<file path="config.mk">
export PLATFORM = sky130hd
export DESIGN_NAME = multicycle_stage_sequencer_flat
export DESIGN_NICKNAME = d
export VERILOG_FILES = /design/src/rtl/seq_pkg.sv /design/src/rtl/multicycle_stage_sequencer_if.sv /design/src/rtl/seq_wait_timer.sv /design/src/rtl/multicycle_stage_sequencer.sv /design/src/flat_wrapper.sv
export SDC_FILE = /design/constraint.sdc
export NUM_CORES = 1
export LEC_CHECK = 0
export CAP_MARGIN = 0
export CORE_MARGIN = 5
export CORE_UTILIZATION = 51
export CTS_CLUSTER_DIAMETER = 200
export DETAILED_ROUTE_END_ITERATION = 16
export PLACE_DENSITY_LB_ADDON = 0.3
export SLEW_MARGIN = 20
export SYNTH_ARGS = -nofsm -noshare
export SYNTH_HDL_FRONTEND = slang
export SYNTH_HIERARCHICAL = 1
export SYNTH_SLANG_ARGS = --single-unit
</file>
<file path="constraint.sdc">
create_clock -name clk -period 3.1 [get_ports clk]
set_clock_uncertainty 0.05 [all_clocks]
set_input_delay 0.465 -clock clk [delete_from_list [all_inputs] [get_ports clk]]
set_output_delay 0.465 -clock clk [all_outputs]
set_load 0.03 [all_outputs]
</file>
<file path="src/rtl/seq_pkg.sv">
// Shared definitions for the multi-cycle stage sequencer.
// - state_e: FSM states, encoded so that each value equals the reported stage number.
// - op_class_e: decoder instruction classes (codes 5..7 are illegal).
// - StageNum*: stage_num encodings.
// - is_illegal(): true for an undefined class code.
package seq_pkg;

  typedef enum logic [2:0] {
    StIf   = 3'd0,
    StId   = 3'd1,
    StEx   = 3'd2,
    StMem  = 3'd3,
    StWb   = 3'd4,
    StHalt = 3'd7
  } state_e;

  typedef enum logic [2:0] {
    OpAlu    = 3'd0,
    OpLoad   = 3'd1,
    OpStore  = 3'd2,
    OpBranch = 3'd3,
    OpJump   = 3'd4
  } op_class_e;

  localparam logic [2:0] StageNumIf   = 3'd0;
  localparam logic [2:0] StageNumId   = 3'd1;
  localparam logic [2:0] StageNumEx   = 3'd2;
  localparam logic [2:0] StageNumMem  = 3'd3;
  localparam logic [2:0] StageNumWb   = 3'd4;
  localparam logic [2:0] StageNumHalt = 3'd7;

  function automatic logic is_illegal(input logic [2:0] op);
    return op > 3'd4;
  endfunction

endpackage

</file>
<file path="src/rtl/multicycle_stage_sequencer_if.sv">
// Bundle of the sequencer's control-side signals.
// master: the sequencer (consumes decoder/memory status, drives enables and status).
// slave:  the surrounding datapath/control that drives the inputs and observes the outputs.
// Signals:
//   op_class            decoder instruction class, valid during ID
//   imem_ready          instruction fetch data valid
//   dmem_ready          data access complete
//   stall               freeze request
//   halt_req            stop at the next instruction boundary
//   en_if..en_wb        one-hot stage enables
//   stage_num           current stage (7 = halted)
//   pc_wr, retire       final cycle of an instruction
//   illegal             illegal class seen in ID
//   bus_err             sticky memory timeout flag
//   halted              sequencer in HALT
//   instr_count         retired instruction count
interface multicycle_stage_sequencer_if #(
  parameter int unsigned CNT_W = 32
);

  logic [2:0]       op_class;
  logic             imem_ready;
  logic             dmem_ready;
  logic             stall;
  logic             halt_req;
  logic             en_if;
  logic             en_id;
  logic             en_ex;
  logic             en_mem;
  logic             en_wb;
  logic [2:0]       stage_num;
  logic             pc_wr;
  logic             retire;
  logic             illegal;
  logic             bus_err;
  logic             halted;
  logic [CNT_W-1:0] instr_count;

  modport master (
    input  op_class, imem_ready, dmem_ready, stall, halt_req,
    output en_if, en_id, en_ex, en_mem, en_wb, stage_num, pc_wr, retire, illegal,
    output bus_err, halted, instr_count
  );

  modport slave (
    output op_class, imem_ready, dmem_ready, stall, halt_req,
    input  en_if, en_id, en_ex, en_mem, en_wb, stage_num, pc_wr, retire, illegal,
    input  bus_err, halted, instr_count
  );

endinterface

</file>
<file path="src/rtl/seq_wait_timer.sv">
// Memory wait-state counter with timeout compare.
// Ports:
//   clk, rst  clock and synchronous active-high reset
//   clear     restart from zero (stage change)
//   count     one more not-ready cycle
//   hold      freeze the counter (has priority over clear/count)
//   expired   counter has reached TIMEOUT (never asserted when TIMEOUT is 0)
module seq_wait_timer #(
  parameter int unsigned TIMEOUT = 16
) (
  input  logic clk,
  input  logic rst,
  input  logic clear,
  input  logic count,
  input  logic hold,
  output logic expired
);

  localparam int unsigned CntW = (TIMEOUT == 0) ? 1 : $clog2(TIMEOUT + 1);

  logic [CntW-1:0] cnt_q, cnt_d;

  assign expired = (TIMEOUT != 0) && (cnt_q == CntW'(TIMEOUT));

  always_comb begin
    cnt_d = cnt_q;
    if (hold) begin
      cnt_d = cnt_q;
    end else if (clear) begin
      cnt_d = '0;
    end else if (count && !expired) begin
      // Saturates at TIMEOUT; the FSM leaves the stage on that cycle anyway.
      cnt_d = cnt_q + 1'b1;
    end
  end

  always_ff @(posedge clk) begin
    if (rst) begin
      cnt_q <= '0;
    end else begin
      cnt_q <= cnt_d;
    end
  end

endmodule

</file>
<file path="src/rtl/multicycle_stage_sequencer.sv">
// Stage sequencer for the multi-cycle datapath. Walks each instruction through
// IF/ID/EX/MEM/WB, skipping stages by instruction class, stretching IF and MEM for
// memory wait states and halting on a wait timeout or a boundary halt request.
// Ports:
//   clk, rst  clock and synchronous active-high reset
//   bus       control interface (master side), see multicycle_stage_sequencer_if
// Parameters:
//   TIMEOUT   max consecutive not-ready cycles in IF/MEM before bus error (0 = off)
//   CNT_W     retired-instruction counter width
module multicycle_stage_sequencer
  import seq_pkg::*;
#(
  parameter int unsigned TIMEOUT = 16,
  parameter int unsigned CNT_W   = 32
) (
  input  logic                           clk,
  input  logic                           rst,
  multicycle_stage_sequencer_if.master   bus
);

  state_e           state_q, state_d;
  logic [2:0]       cls_q, cls_d;
  logic [CNT_W-1:0] count_q, count_d;
  logic             berr_q, berr_d;

  logic active;
  logic waiting;
  logic complete;
  logic last_stage;
  logic expired;
  logic timeout;

  // Outputs that cause side effects are suppressed during reset and stall.
  assign active = !rst && !bus.stall;

  // Stage completion and end-of-instruction decode.
  always_comb begin
    waiting    = 1'b0;
    complete   = 1'b0;
    last_stage = 1'b0;
    unique case (state_q)
      StIf: begin
        waiting  = !bus.imem_ready;
        complete = bus.imem_ready;
      end
      StId: begin
        complete   = 1'b1;
        // cls_q is not loaded yet, so the live decoder class decides here.
        last_stage = (bus.op_class == OpJump) || is_illegal(bus.op_class);
      end
      StEx: begin
        complete   = 1'b1;
        last_stage = !(cls_q inside {OpAlu, OpLoad, OpStore});
      end
      StMem: begin
        waiting    = !bus.dmem_ready;
        complete   = bus.dmem_ready;
        last_stage = (cls_q != OpLoad);
      end
      StWb: begin
        complete   = 1'b1;
        last_stage = 1'b1;
      end
      default: begin
        waiting    = 1'b0;
        complete   = 1'b0;
        last_stage = 1'b0;
      end
    endcase
  end

  assign timeout = waiting && expired;

  // Next-state logic; stall freezes everything, timeout beats normal progress.
  always_comb begin
    state_d = state_q;
    cls_d   = cls_q;
    count_d = count_q;
    berr_d  = berr_q;
    if (!bus.stall) begin
      if (timeout) begin
        state_d = StHalt;
        berr_d  = 1'b1;
      end else if (complete) begin
        if (state_q == StId) begin
          cls_d = bus.op_class;
        end
        if (last_stage) begin
          count_d = count_q + CNT_W'(1);
          if (bus.halt_req) begin
            state_d = StHalt;
          end else begin
            state_d = StIf;
          end
        end else begin
          unique case (state_q)
            StIf:  state_d = StId;
            StId:  state_d = StEx;
            StEx: begin
              if (cls_q == OpAlu) begin
                state_d = StWb;
              end else begin
                state_d = StMem;
              end
            end
            StMem: state_d = StWb;
            default: state_d = state_q;
          endcase
        end
      end
    end
  end

  always_ff @(posedge clk) begin
    if (rst) begin
      state_q <= StIf;
      cls_q   <= '0;
      count_q <= '0;
      berr_q  <= 1'b0;
    end else begin
      state_q <= state_d;
      cls_q   <= cls_d;
      count_q <= count_d;
      berr_q  <= berr_d;
    end
  end

  seq_wait_timer #(
    .TIMEOUT (TIMEOUT)
  ) u_wait_timer (
    .clk     (clk),
    .rst     (rst),
    .clear   (state_d != state_q),
    .count   (waiting),
    .hold    (bus.stall),
    .expired (expired)
  );

  // Moore decode of the state.
  always_comb begin
    bus.stage_num = StageNumHalt;
    unique case (state_q)
      StIf:    bus.stage_num = StageNumIf;
      StId:    bus.stage_num = StageNumId;
      StEx:    bus.stage_num = StageNumEx;
      StMem:   bus.stage_num = StageNumMem;
      StWb:    bus.stage_num = StageNumWb;
      default: bus.stage_num = StageNumHalt;
    endcase
  end

  assign bus.en_if       = active && (state_q == StIf);
  assign bus.en_id       = active && (state_q == StId);
  assign bus.en_ex       = active && (state_q == StEx);
  assign bus.en_mem      = active && (state_q == StMem);
  assign bus.en_wb       = active && (state_q == StWb);
  assign bus.pc_wr       = active && complete && last_stage;
  assign bus.retire      = active && complete && last_stage;
  assign bus.illegal     = active && (state_q == StId) && is_illegal(bus.op_class);
  assign bus.bus_err     = berr_q;
  assign bus.halted      = (state_q == StHalt);
  assign bus.instr_count = count_q;

endmodule

</file>
<file path="src/flat_wrapper.sv">
// flat-port wrapper written by rule: the top's interface ports become plain ports
module multicycle_stage_sequencer_flat import seq_pkg::*;
#(
  parameter int unsigned TIMEOUT = 16,
  parameter int unsigned CNT_W   = 32
)
  (clk, rst, bus_op_class, bus_imem_ready, bus_dmem_ready, bus_stall, bus_halt_req, bus_en_if, bus_en_id, bus_en_ex, bus_en_mem, bus_en_wb, bus_stage_num, bus_pc_wr, bus_retire, bus_illegal, bus_bus_err, bus_halted, bus_instr_count);
  multicycle_stage_sequencer_if #(.CNT_W(CNT_W)) bus_i ();
  input  logic clk;
  input  logic rst;
  input wire logic [$bits(bus_i.op_class)-1:0] bus_op_class;
  input wire logic [$bits(bus_i.imem_ready)-1:0] bus_imem_ready;
  input wire logic [$bits(bus_i.dmem_ready)-1:0] bus_dmem_ready;
  input wire logic [$bits(bus_i.stall)-1:0] bus_stall;
  input wire logic [$bits(bus_i.halt_req)-1:0] bus_halt_req;
  output wire logic [$bits(bus_i.en_if)-1:0] bus_en_if;
  output wire logic [$bits(bus_i.en_id)-1:0] bus_en_id;
  output wire logic [$bits(bus_i.en_ex)-1:0] bus_en_ex;
  output wire logic [$bits(bus_i.en_mem)-1:0] bus_en_mem;
  output wire logic [$bits(bus_i.en_wb)-1:0] bus_en_wb;
  output wire logic [$bits(bus_i.stage_num)-1:0] bus_stage_num;
  output wire logic [$bits(bus_i.pc_wr)-1:0] bus_pc_wr;
  output wire logic [$bits(bus_i.retire)-1:0] bus_retire;
  output wire logic [$bits(bus_i.illegal)-1:0] bus_illegal;
  output wire logic [$bits(bus_i.bus_err)-1:0] bus_bus_err;
  output wire logic [$bits(bus_i.halted)-1:0] bus_halted;
  output wire logic [$bits(bus_i.instr_count)-1:0] bus_instr_count;
  assign bus_i.op_class = bus_op_class;
  assign bus_i.imem_ready = bus_imem_ready;
  assign bus_i.dmem_ready = bus_dmem_ready;
  assign bus_i.stall = bus_stall;
  assign bus_i.halt_req = bus_halt_req;
  assign bus_en_if = bus_i.en_if;
  assign bus_en_id = bus_i.en_id;
  assign bus_en_ex = bus_i.en_ex;
  assign bus_en_mem = bus_i.en_mem;
  assign bus_en_wb = bus_i.en_wb;
  assign bus_stage_num = bus_i.stage_num;
  assign bus_pc_wr = bus_i.pc_wr;
  assign bus_retire = bus_i.retire;
  assign bus_illegal = bus_i.illegal;
  assign bus_bus_err = bus_i.bus_err;
  assign bus_halted = bus_i.halted;
  assign bus_instr_count = bus_i.instr_count;
  multicycle_stage_sequencer #(.TIMEOUT(TIMEOUT), .CNT_W(CNT_W)) u_core (.clk(clk), .rst(rst), .bus(bus_i));
endmodule
</file>
Word level (Yosys, flattened, before mapping)
Index checks and enable logic that the tools add are counted.
W data, S select, Z words.
{"block": "op_classes", "n_addsub": 2, "magnitude_cmp": 1, "n_eq_ne": 11, "mux": 13, "bitwise": 2, "n_reduce_logical": 27}
{"op": "$add A32 B1 Y32 const B", "count": 1}
{"op": "$mux W3", "count": 6}
{"op": "$pmux W3 S5", "count": 1}
{"op": "$pmux W3 S4", "count": 1}
{"op": "$logic_and A1 B1 Y1", "count": 11}
{"op": "$mux W5", "count": 2}
{"op": "$eq A3 B2 Y1 const B", "count": 3}
{"op": "$eq A3 B3 Y1 const B", "count": 3}
{"op": "$reduce_and A4 Y1", "count": 2}
{"op": "$eq A3 B1 Y1 const B", "count": 2}
{"op": "$logic_not A1 Y1", "count": 6}
{"op": "$logic_not A3 Y1", "count": 2}
{"op": "$add A5 B1 Y5 const B", "count": 1}
{"op": "$eq A5 B5 Y1 const B", "count": 1}
{"op": "$pmux W1 S4", "count": 1}
{"op": "$reduce_and A2 Y1", "count": 2}
{"op": "$gt A3 B3 Y1 const B", "count": 1}
{"op": "$ne A3 B1 Y1 const B", "count": 1}
{"op": "$ne A3 B3 Y1", "count": 1}
{"op": "$pmux W1 S3", "count": 1}
{"op": "$reduce_bool A3 Y1", "count": 1}
{"op": "$reduce_or A3 Y1", "count": 1}
{"op": "$not A1 Y1", "count": 2}
{"op": "$pmux W1 S2", "count": 1}
{"op": "other kinds (2)", "count": 2}
{"block": "word_totals", "ff_bits": 44, "input_bits": 9, "output_inout_bits": 45}

Logic depth before layout (Yosys ltp)
{"block": "logic_depth", "depth_word": 11, "ltp_mapped": 9, "depth_no_buf": 9}

Modules after synthesis
The synthesis kept the hierarchy.
{"mod": "multicycle_stage_sequencer", "n_inst": 1, "cells_each": 278, "area_per_inst_um2": 2207.1}
{"mod": "seq_wait_timer", "n_inst": 1, "cells_each": 34, "area_per_inst_um2": 316.6}

Worst setup path before layout
No wires, ideal clock.
{"block": "synth_timing", "path_kind": "reg-to-output", "start": "register u_core.state_q[0]", "end": "output port bus_retire", "arrival_time_ns": 2.327, "required_time_ns": 2.585, "path_slack_ns": 0.258, "path_stages_with_launch": 7, "cell_sequence": "dfxtp_1 buf_6 or3b_4 o21ai_4 nor2_1 nor4_1 buf_4"}
{"block": "synth_between", "elab_chain_len": 5, "elab_cells_between_ends": 10, "classes_between": "4 x eq/ne; 2 x mux; 4 x reduce/logical"}
{"element": "start, declared", "line_no": "multicycle_stage_sequencer.sv:21", "source": "state_e state_q, state_d;"}
{"element": "start signal, assigned", "line_no": "multicycle_stage_sequencer.sv:116", "source": "state_q <= StIf;"}
{"element": "start signal, assigned", "line_no": "multicycle_stage_sequencer.sv:121", "source": "state_q <= state_d;"}
{"element": "$eq A3 B3 Y1, or another cell as far along", "line_no": "multicycle_stage_sequencer.sv:41", "source": "unique case (state_q)"}
{"element": "$reduce_or A3 Y1 (no line)"}
{"element": "$pmux W1 S3", "line_no": "multicycle_stage_sequencer.sv:41"}
{"element": "$logic_and A1 B1 Y1"}
{"element": "$logic_and A1 B1 Y1 *"}
{"element": "end, declared", "line_no": "flat_wrapper.sv:23", "source": "output wire logic [$bits(bus_i.retire)-1:0] bus_retire;"}
Mark *: on every way between the ends. The rest lies on a longest branch, timed or not.

Worst setup path in the final report
{"block": "layout_timing", "start": "register u_core.state_q[0]", "end": "register u_core.count_q[22], in the netlist u_core/bus.instr_count[22]"}
{"block": "layout_between", "elab_chain_len": 5, "elab_cells_between_ends": 12, "classes_between": "4 x eq/ne; 3 x mux; 1 x bitwise; 4 x reduce/logical"}
{"element": "parallel branches: the longest is 4 deep, another holds $eq A3 B3 Y1"}
{"element": "$reduce_and A4 Y1 (no line) *"}
{"element": "end signal, assigned", "line_no": "multicycle_stage_sequencer.sv:123", "source": "count_q <= count_d;"}
{"element": "end, declared", "line_no": "multicycle_stage_sequencer.sv:23", "source": "logic [CNT_W-1:0] count_q, count_d;"}
Every way passes the cells marked *.
A chain may end at the register's enable or synchronous reset.

==> impl_metrics.ini <==
[final_layout]
final_cells = 428
synthToLayoutAreaGrowth_pct = 26.1
diodes = 0
fin_nets = 372
drive_gt1_share_pct = 7.76
fin_area_um2 = 3180

[worst_setup_path]
crit_chain = nand2b_1 -> o21ai_4 -> o211ai_4 -> or4_1 -> or3_1 -> a21oi_1
critPathMaxStageDelay_ns = 0.69
cp-start-kind = flip-flop
arrival_ns = 2.91
crit_buf_inv = 0
worstReg2RegStart = u_core/state_q[0]$_SDFF_PP0_
path_delay_family = simple AND/OR/NAND/NOR gates
reg2regPathDepth = 6
r2r-end = u_core/bus.instr_count[22]$_SDFFE_PP0P_
path_max_fanout = 17
crit_path_top_delay_cell = or4_1
r2r_setup_slack_ns = 0.36
required_ns = 3.27
cp-end-kind = flip-flop
worst-setup-path-type = flip-flop to flip-flop

[clock_tree]
numClockSinks = 44
cts_setup_buffers = 0
clock_latency_ns = 0.29
cts_buffers = 5
root_buffer = clkbuf_8
cts_resized = 0
cts_buffer_depth = 2
cts_tree = built
cts_max_level = 2
hold_buffers = 0
path_clk_slew_ns = 0.08

[timing]
period_needed_ns = 2.74
timing.fmax_mhz = 365
finalSetupTns_ns = 0
rsz0062_at_grt = no
finalSetupViolCount = 0
fin_crit_sh_pct = 88.5
relSlewSlack_pct = 64.7
final-hold-violation-count = 0
slew_violations = 0
fin_ws_ns = 0.357
worst_slew_pin_slew_ns = 0.526

[logic_synthesis]
async_flop_share_pct = 0
synth_ff_type = dfxtp_1
synth_area_per_cell_um2 = 8.09
synth_warnings = 6
synthCells = 312
synth_edf_count = 0
synthesis.nets = 324
ys_ff_latch = 44
syn_area_um2 = 2520
synth_cell_types = 49
ys_seq_area_share_pct = 34.9

[placement]
dp_slack_ns = 0.283
dp_cells = 420
place_area_um2 = 3070
port-buffer-count = 53
dpl.hpwl_mm = 4.48
place.gp.congestion = 0.905

[detailed_routing]
first_iter_violations = 188
vias_per_cell = 5.77
drc = 0
drtAntennaViolNets = 0
drt_pass1_iterations = 5
vias = 2470
totalWireLength_mm = 6.19
wl_per_cell_um = 14.5

[grt]
track_usage_pct = 19.1
antenna_found_initial = 0
grt_max_degree = 32
grt_pass1_wl_mm = 9.89
grt_pass1_vias = 2143
grt_overflow = 0

[min_path]
hold_end = u_core/bus.bus_err$_SDFFE_PP0P_
hold_class = flip-flop to flip-flop
whs_path_depth = 2
min_from = u_core/bus.bus_err$_SDFFE_PP0P_

[pwr]
power_density_nw_per_um2 = 508
power.static_leakage_nw = 1.04
post-layout-total-power_mw = 1.62
peakVddDrop_uv = 392

[die]
die_w_um = 80.3
die_y_um = 80.3
start_util_pct = 53.1
dieArea_um2 = 6460
num_rows = 25
io_pins = 54
core_um2 = 4750

[run_status]
status = complete, no violations

[job]
drv_cap = 0
## flip-flops by register name, indices dropped and copies added, names as in the netlist
name	cells
u_core/u_wait_timer/cnt_q	5
u_core/bus.bus_err	1
u_core/state_q	3
u_core/bus.instr_count	32
u_core/cls_q	3
## through the flow
stage	util, %	hold WS (ns)
2_1_floorplan	-	0.427
3_3_place_gp	64.7	0.402
3_5_place_dp	64.7	0.413
4_1_cts	66.9	0.433
5_1_grt	66.9	0.475
6_report	66.9	0.425
## worst max path at each step
stage	from	endpoint	slack, ns	cells after the start
5_1_grt	u_core/state_q[0]$_SDFF_PP0_	u_core/bus.instr_count[20]$_SDFFE_PP0P_	0.13	6
6_report	u_core/state_q[0]$_SDFF_PP0_	u_core/bus.instr_count[22]$_SDFFE_PP0P_	0.36	6
3_5_place_dp	bus_dmem_ready	u_core/bus.instr_count[22]$_SDFFE_PP0P_	0.28	7
2_1_floorplan	u_core/state_q[0]$_SDFF_PP0_	bus_retire	0.26	6
4_1_cts	u_core/state_q[0]$_SDFF_PP0_	bus_retire	0.36	5
3_3_place_gp	bus_imem_ready	u_core/bus.instr_count[20]$_SDFFE_PP0P_	0.34	7
## cells by family after synthesis
| logic type | share of synthesized area, % |
|---|---|
| and+or+nand+nor | 30.6 |
| AOI/OAI and AO/OA | 18.8 |
| DFF | 34.9 |
| buffers and inverters | 5.90 |
| xor gates and xnor gates | 6.25 |
| muxes | 2.03 |
| adders and majority gates | 1.49 |
## layout make-up
class / count / area [um2]
Sequential cell: 44 / 881
Multi-Input combinational cell: 235 / 1490
Timing Repair Buffer: 60 / 563
Tap cell: 67 / 83.8
Clock inverter: 2 / 35.0
Inverter: 14 / 52.6
Fill cell: 417 / 1570
Clock buffer: 6 / 72.6
## power by group
group / total [mW] / switching [mW] / internal, mW / leakage, nW
clock network: 0.427 / 0.188 / 0.239 / 0.0552
logic: 0.537 / 0.308 / 0.229 / 0.634
registers: 0.653 / 0.0640 / 0.589 / 0.355
## placed cells by master (no fill, tap or decap), types with 2 or more instances in the layout
cell	instances
dfxtp_1	44
o22ai_1	3
nor2b_1	2
nor3_1	7
buf_4	15
a31oi_1	3
clkdlybuf4s50_1	45
nand2_1	19
o31ai_1	7
xor2_1	3
a21oi_1	17
and3_1	2
o21ai_0	14
nor2_1	34
xnor2_1	15
a21o_1	2
nand4_1	15
or4_1	11
a221oi_1	2
ha_1	3
o211a_1	2
or3_1	10
a311oi_1	2
clkbuf_8	5
o21bai_1	2
nand2b_1	8
a41oi_1	3
mux2i_1	4
inv_1	14
nand3_1	13
a211o_1	3
nor4_1	13
## per-layer routing
| metal | part of all wire (%) | track usage [%] |
|---|---|---|
| met3 | 4.8 | 4.04 |
| met5 | 0 | 0 |
| met2 | 48 | 31.0 |
| met1 | 47 | 26.0 |
| met4 | 0.53 | 4.56 |
## Yosys cell counts, types with 2 or more instances
cell type,count,area (um2)
buf_4,2,15.0
dfxtp_1,44,881
clkbuf_1,13,48.8
a211o_1,3,26.3
o22ai_1,3,18.8
nand2b_1,8,50.1
a41oi_1,3,26.3
nand3_1,13,65.1
o211a_1,2,20.0
a21oi_1,17,85.1
ha_1,3,37.5
o21bai_1,2,15.0
a221oi_1,2,17.5
mux2i_1,4,40.0
inv_1,14,52.6
nand2_1,19,71.3
xor2_1,3,26.3
nor3_1,7,35.0
a311oi_1,2,17.5
buf_6,2,22.5
o31ai_1,7,52.6
o21ai_0,14,70.1
buf_2,2,10.0
nor2_1,34,128
a21o_1,2,15.0
nor4_1,13,81.3
or4_1,11,82.6
xnor2_1,15,131
nand4_1,15,93.8
nor2b_1,2,12.5
or3_1,10,62.6
and3_1,2,12.5
a31oi_1,3,18.8
## worst reg2reg max path, stage by stage (launching register included)
cell	delay [ns]
dfxtp_1	0.66
nand2b_1	0.30
o21ai_4	0.27
o211ai_4	0.19
or4_1	0.69
or3_1	0.36
a21oi_1	0.15
No activity file was read; power rests on OpenSTA's default activity.
